==> config.mk <==
export PLATFORM = sky130hd
export DESIGN_NAME = tff_seq_ctrl
export DESIGN_NICKNAME = d
export VERILOG_FILES = /design/src/rtl/tff_seq_ctrl.sv
export SDC_FILE = /design/constraint.sdc
export NUM_CORES = 1
export LEC_CHECK = 0
export ABC_AREA = 1
export CORE_MARGIN = 2
export CORE_UTILIZATION = 53
export CTS_CLUSTER_SIZE = 28
export DETAILED_ROUTE_END_ITERATION = 7
export PLACE_DENSITY = 0.84
export SETUP_SLACK_MARGIN = 0.4
export SLEW_MARGIN = 10
export SYNTH_ARGS = -nofsm -noshare
export SYNTH_HDL_FRONTEND = slang
export SYNTH_SLANG_ARGS = --single-unit
==> constraint.sdc <==
create_clock -name clk -period 8.69 [get_ports clk]
set_clock_uncertainty 0.15 [all_clocks]
set_input_delay 2.607 -clock clk [delete_from_list [all_inputs] [get_ports clk]]
set_output_delay 2.607 -clock clk [all_outputs]
set_load 0.02 [all_outputs]
==> src/rtl/tff_seq_ctrl.sv <==
// Sequencing controller for a bank of WIDTH T flip-flops: modulo up/down count, load, hold.
// Define TFF_SEQ_TC_STICKY_EN to make tc sticky until the next accepted start.
module tff_seq_ctrl #(
   parameter int unsigned WIDTH  = 4,
   parameter int unsigned STEP_W = 8
) (
   input  logic              clk,
   input  logic              rst_n,
   input  logic              start,
   input  logic              stop,
   input  logic              dir,
   input  logic              load,
   input  logic [WIDTH-1:0]  load_val,
   input  logic [WIDTH-1:0]  mod_val,
   input  logic [STEP_W-1:0] steps,
   output logic [WIDTH-1:0]  T_vec,
   output logic [WIDTH-1:0]  Q,
   output logic              busy,
   output logic              done,
   output logic              tc
);

   typedef enum logic [1:0] {StIdle, StRun, StHold, StDone} state_e;

   state_e              state_q, state_d;
   logic [STEP_W-1:0]   rem_q, rem_d;
   logic [WIDTH-1:0]    q_q;
   logic                tc_q, tc_d;

   logic [WIDTH-1:0]    top_val;
   logic [WIDTH-1:0]    up_t, dn_t, step_t;
   logic                up_c, dn_c;
   logic                up_wrap, dn_wrap, wrap;
   logic                count, start_acc;

   // mod_val == 0 underflows to all-ones, which is exactly 2^WIDTH - 1.
   assign top_val = mod_val - WIDTH'(1);

   // Ripple-carry style toggle enables for a plain +1 / -1 step.
   always_comb begin
      up_t = '0;
      dn_t = '0;
      up_c = 1'b1;
      dn_c = 1'b1;
      for (int i = 0; i < WIDTH; i++) begin
         up_t[i] = up_c;
         dn_t[i] = dn_c;
         up_c    = up_c & q_q[i];
         dn_c    = dn_c & ~q_q[i];
      end
   end

   assign up_wrap = (q_q >= top_val);
   assign dn_wrap = (q_q == '0);
   assign wrap    = dir ? up_wrap : dn_wrap;
   assign step_t  = dir ? (up_wrap ? q_q : up_t) : (dn_wrap ? top_val : dn_t);

   always_comb begin
      state_d   = state_q;
      rem_d     = rem_q;
      T_vec     = '0;
      count     = 1'b0;
      start_acc = 1'b0;
      unique case (state_q)
         StIdle: begin
            if (load) begin
               T_vec = q_q ^ load_val;
            end
            if (start) begin
               start_acc = 1'b1;
               if (steps != '0) begin
                  rem_d   = steps;
                  state_d = StRun;
               end else begin
                  state_d = StDone;
               end
            end
         end
         StRun: begin
            T_vec = step_t;
            count = 1'b1;
            rem_d = rem_q - STEP_W'(1);
            // The final step ends the run even if stop arrives with it.
            if (rem_q == STEP_W'(1)) begin
               state_d = StDone;
            end else if (stop) begin
               state_d = StHold;
            end
         end
         StHold: begin
            if (start && !stop) begin
               state_d = StRun;
            end
         end
         StDone: begin
            state_d = StIdle;
         end
         default: begin
            state_d = StIdle;
         end
      endcase
   end

`ifdef TFF_SEQ_TC_STICKY_EN
   always_comb begin
      tc_d = tc_q;
      if (start_acc) begin
         tc_d = 1'b0;
      end else if (count && wrap) begin
         tc_d = 1'b1;
      end
   end
`else
   always_comb begin
      tc_d = count && wrap;
   end
`endif

   always_ff @(posedge clk or negedge rst_n) begin
      if (!rst_n) begin
         state_q <= StIdle;
         rem_q   <= '0;
         q_q     <= '0;
         tc_q    <= 1'b0;
      end else begin
         state_q <= state_d;
         rem_q   <= rem_d;
         q_q     <= q_q ^ T_vec;
         tc_q    <= tc_d;
      end
   end

   assign Q    = q_q;
   assign busy = (state_q == StRun) || (state_q == StHold);
   assign done = (state_q == StDone);
   assign tc   = tc_q;

endmodule

==> reports/metrics.yaml <==
status: "finished clean"
start_util: 0.557
synth_top_area_frac: 0.272
met2_usage: 0.474
dp.cells: 253
numCtsBuffers: 3
yosysTopAreaCell: "dfrtp_1"
finalCritPeriodShare: 0.919
drt_pass1_iterations: 6
post_cts_buffers: 0
synth_top_family_by_area: "simple AND/OR/NAND/NOR gates"
startpoint: "mod_val[0]"
cap_violations: 0
endpoint_kind: "primary output"
avgSynthCellArea_sq_um: 7.07
pin_count: 33
relSlewSlack: 0.511
dieArea_sq_mm: 0.00303
via_count: 1374
power_density_mw_per_mm2: 359
synth_compound_gate_area_share: 0.191
grt_pass1_wl_mm: 5.21
netlist_area_sq_mm: 0.00138
whs_path_depth: 1
die_w_microns: 55.0
ys_seq_elements: 15
hold_buffers: 0
wirelength_mm: 3.28
setup_viol: 0
tns_ns: 0
min_to: "rem_q[7]$_DFFE_PN0P_"
hold_viol: 0
fp.coreArea_sq_mm: 0.00248
cts.sinks: 15
dr.first_iter.drc_count: 32
die_h_microns: 55.0
rsz0062_at_grt: "false"
clkLatencyLatePin_ns: 0.28
fin_util: 0.699
peakVddDrop_v: 0.000246
final_cells: 257
dp_hpwl_mm: 2.62
r2r_end: "rem_q[7]$_DFFE_PN0P_"
max_freq_mhz: 125
synth_adder_area_share: 0.0998
grt_pass1_vias: 1277
wire_per_inst_microns: 12.8
path_common_cell: "nand2_1"
critPathKind: "input port to primary output"
cpPeakStageDelay_ns: 0.60
gr-usage-met3: 0.0323
n_antenna_cell: 0
ys_warn_count: 0
path_clk_slew_ns: 0.09
final_area_sq_mm: 0.00173
gr-total-overflow: 0
synth_xor_area_frac: 0.0191
power_uw: 621
synth-simple-area-share: 0.325
grt_max_degree: 17
worst_pin_slew_ns: 0.731
ys_seq_area_frac: 0.272
grt_use_total: 0.241
clockRootBuffer: "clkbuf_4"
layout_commonest_cell: "nand2_1"
globalplace.congestion: 0.895
cp.arrival_ns: 5.23
vias_per_cell: 5.35
grt.busiest_layer: "met2"
muxShareOfSynthArea: 0
cts_tree: "yes"
r2r_cells: 8
cpMaxStageDelayCell: "clkdlybuf4s50_1"
ant_nets: 0
r2r-start: "state_q[1]$_DFFE_PN0P_"
worstPathMaxFanout: 4
fin_nets: 261
yosys-top-cells-area: "dfrtp_1 27%, nand2_1 13%, ha_1 10%, nor2_1 6.0%, inv_1 5.2%"
layout_min_cycle_time_ns: 7.99
placed_area_sq_mm: 0.00171
crit_path_cell_trace: "clkdlybuf4s50_1 -> inv_1 -> ha_1 -> xor2_1 -> inv_1 -> ha_1 -> nand2_1 -> inv_2 -> nand2_1 -> nand3_2 -> nand2_1 -> o21ai_2 -> nand2_1 -> clkdlybuf4s50_1"
cts_resized: 0
syn_to_final_growth_pct: 25.6
reg2reg_slack_ns: 6.30
synthDistinctLibCells: 32
min_from: "rem_q[7]$_DFFE_PN0P_"
crit_required_ns: 5.93
clk_path_buf_depth: 2
cts_max_level: 1
hold_class: "flip-flop to flip-flop"
drive_gt1_frac: 0.132
cp-start-kind: "input port"
grtUsageMet1: 0.257
placementRows: 18
drv_slew: 0
final_cell_mix: "47 x nand2_1, 32 x clkdlybuf4s50_1, 22 x nor2_1"
syn-instance-count: 195
portBuffers: 32
route.detailed.drc: 0
grt_antenna_before_repair: 0
syn_nets: 228
total_leakage_power_nw: 0.851
==> worst max-delay path by stage <==
stage	to	slack [ns]	cells after the start
final	T_vec[0]	0.70	14
after global routing	T_vec[3]	0.58	15
after CTS	T_vec[0]	0.73	14
after detailed placement	T_vec[0]	0.74	14
after global placement	T_vec[0]	0.77	14
after floorplan	T_vec[3]	1.95	13
==> worst max-delay path, delay by kind of cell <==
family,cells,cell delay (ns)
adder cells (fa/ha/maj),2,0.49
AND/OR/NAND/NOR,5,0.54
AO/OA/AOI/OAI,1,0.07
buffers and inverters,5,1.28
XOR/XNOR,1,0.22
==> flip-flops by register name, indices dropped and copies added (netlist names) <==
register	cells
rem_q	8
Q	4
state_q	2
tc	1
==> per-layer routing <==
layer  wire, microns  vias up  share of wire
met5               0        -              0
met4              43        0          0.013
met3             145        4          0.044
met2            1680       41           0.51
met1            1420      619           0.43
li1                -      710              -
==> area by class of cell <==
cell class / instances / area (sq um)
clock buffer: 4 / 26.3
fill: 214 / 746
inverter: 26 / 97.6
multi-input combinational: 150 / 875
sequential: 15 / 375
tap: 30 / 37.5
timing repair buffer: 32 / 320
==> cell usage after synthesis (all sizes together) <==
master and instances:
nor3 2, a21o 1, inv 26, or2 1
dfrtp 15, xor2 3, nand3 16, o211ai 2
clkbuf 1, nor2 24, o21bai 1, o22ai 2
nand2 49, nand3b 1, ha 11, and2 1
nand4 3, a31oi 3, buf 3, o21ai 19
a21oi 11
==> cells by family after synthesis <==
kind of cell / after synthesis
DFF: 15
AOI/OAI and AO/OA: 39
adders and majority gates: 11
and+or+nand+nor: 97
buffers and inverters: 30
xor gates and xnor gates: 3
==> where the power goes <==
group | leakage (nW) | switching [mW] | internal, mW
Combinational | 0.653 | 0.259 | 0.171
Clock | 0.0150 | 0.0226 | 0.0178
Sequential | 0.183 | 0.0446 | 0.106
Total | 0.851 | 0.326 | 0.295
==> through the flow <==
stage | hold WS, ns | worst slack (ns)
global route | 0.376 | 0.578
detailed placement | 0.337 | 0.744
global placement | 0.316 | 0.770
floorplan | 0.300 | 1.95
finish | 0.364 | 0.704
CTS | 0.359 | 0.728
(Power assumes the default switching activity.)
==> edit (same flow settings) <==
Register the outputs `busy` and `done`, without a reset; this adds one clock of latency there. The other outputs are not delayed to match.
--- a/src/rtl/tff_seq_ctrl.sv
+++ b/src/rtl/tff_seq_ctrl.sv
@@ -131,8 +131,10 @@
    end
 
    assign Q    = q_q;
-   assign busy = (state_q == StRun) || (state_q == StHold);
-   assign done = (state_q == StDone);
+   always_ff @(posedge clk) begin
+      busy <= (state_q == StRun) || (state_q == StHold);
+      done <= (state_q == StDone);
+   end
    assign tc   = tc_q;
 
 endmodule
Formal check against the unedited RTL: not equivalent (a bounded check fails within 4 cycles, from zero or initial values and one cycle with rst_n low).
==> edit against the unedited design <==
Wire length grew 4.4%. Worst setup slack lost 0.030 ns. Non-clock buffer count is the same. Sequential cell count grew 2. Via count grew 5.0%. Synthesized area grew 2.2%. Design area grew 1.7%. Total power grew 1.1%. First-iteration DRC count grew 120%. Critical endpoint is now T_vec[2].
==> edit: results (changes against the unedited design) <==
Run status
  • Status: finished clean

Clock tree
  • Clock root buffer: clkbuf_4
  • Post-CTS resize count: 0 (unchanged)
  • Clock H-tree levels: 1 (unchanged)
  • Post-CTS Setup Inserts: 0 (unchanged)
  • Worst-path clk slew: 0.11 ns (+0.02 ns)
  • Clock buffer depth: 2 (unchanged)
  • Worst skew pair latency: 0.30 ns (+0.02 ns)
  • CTS Buf Count: 3 (unchanged)

Synth
  • Post-synthesis sequential area ratio: 29.5% (+2.3 points)
  • Ys async rst share: 88.2% (-12 points)
  • Syn nets: 229 (+0.44%)
  • Synth Warn #: 0 (unchanged)
  • Ranking of synthesized cells by area: dfrtp_1, nand2_1, ha_1
  • Synth unique cells: 30 (-6.3%)
  • Synth Instances: 196 (+0.51%)
  • Post-synth top cells: nand2_1, inv_1, nor2_1, nand3_1, dfrtp_1

GRT
  • Initial antenna violation count: 0 (unchanged)
  • Largest net degree at the start of global routing: 16 (-1)
  • First-pass GRT wire length: 5.77 mm (+11%)
  • Gr usage total: 23.1% (-1.0 points)

Critical path
  • Slowest cell delay on critical path: 0.61 ns
  • Slowest CP cell: clkdlybuf4s50_1
  • Crit Path Max Fanout: 4 (unchanged)
  • Worst EP arrival: 5.26 ns (+0.03 ns)

Cells and area
  • Non-filler cells, final: 258 (+0.39%)
  • Most flop-heavy register: rem_q
  • Max reg flops: 8 (unchanged)
  • Fillers: 207 (-3.3%)
  • Layout cells sized above 1: 14.0% (+0.82 points)
  • Antenna cells: 0 (unchanged)
  • Post-route cell area: 1760 um2 (+1.7%)

Pwr
  • Seq power: 0.163 mW (+8%)
  • Switching Share: 51.7% (-0.75 points)
  • Gate power share: 66.9% (-2.3 points)
  • VDD IR max: 0.230 mV (-6.4%)
  • Net Switching: 0.325 mW (-0.29%)
  • Lkg Pwr: 0.837 nW (-1.6%)

Hold path
  • Min-Delay Path Class: flop to flop

Timing
  • Relative slew slack: 50.5% (-0.56 points)

Place
  • Area after DPL: 1730 um2 (+1.7%)
  • IO buf count: 32 (unchanged)
  • Placement Setup Slack: 0.727 ns (-0.0176 ns)
  • Gp weighted congestion: 0.904 (+1.0%)
  • DPL Wire Length: 2.69 mm (+3.0%)
  • Placed cell count: 254 (+0.40%)

Detailed routing
  • First DRT Iteration DRCs: 70 (+120%)
  • Vias: 1443 (+5.0%)
  • Routed WL: 3.43 mm (+4.4%)
  • First-pass iteration count of the detailed router: 4 (-2)
  • DR DRC count: 0 (unchanged)

Flow run
  • Max cap viols: 0 (unchanged)
edit: worst max-delay path: cells and delay by family:
family	cells	cell delay, ns
fa+ha+maj	2	0.48
simple gates	7	0.62
xor+xnor	1	0.21
buf+inv	5	1.35
edit: per-layer routing:
layer	track usage (%)	routed length, um	up-vias	share of wire, %
met2	40.3	1680	52	49
met3	3.51	196	7	5.7
li1	-	-	719	-
met4	10.5	72	0	2.1
met1	27.7	1470	665	43
met5	0	0	-	0
edit: kinds of logic after synthesis:
kind of cell,Yosys count,synth area share (%)
adder cells (fa/ha/maj),11,9.77
AO/OA/AOI/OAI,40,19.1
buffers and inverters,32,9.77
XOR/XNOR,1,0.622
flip-flops,17,29.5
AND/OR/NAND/NOR,95,31.3
edit: area by class of cell:
| cell class | instances | share of cell area (%) |
|---|---|---|
| Multi-Input combinational cell | 147 | 48.6 |
| Sequential cell | 17 | 23.6 |
| Timing Repair Buffer | 32 | 18.2 |
| Inverter | 28 | 5.97 |
| Tap cell | 30 | 2.13 |
| Clock buffer | 4 | 1.49 |
edit: final timing paths:
kind                                   startpoint              endpoint  slack (ns)  cells past startpoint
setup / recovery                       mod_val[0]              T_vec[2]        0.67                     15
hold / removal               rem_q[1]$_DFFE_PN0P_  rem_q[1]$_DFFE_PN0P_        0.43                      2
setup reg to reg           state_q[1]$_DFFE_PN0P_  rem_q[3]$_DFFE_PN0P_        6.36                      8
hold reg to reg              rem_q[1]$_DFFE_PN0P_  rem_q[1]$_DFFE_PN0P_        0.43                      2
max in group asynchronous                   rst_n          tc$_DFF_PN0_        5.34                      1
min in group asynchronous                   rst_n  rem_q[7]$_DFFE_PN0P_        2.58                      1
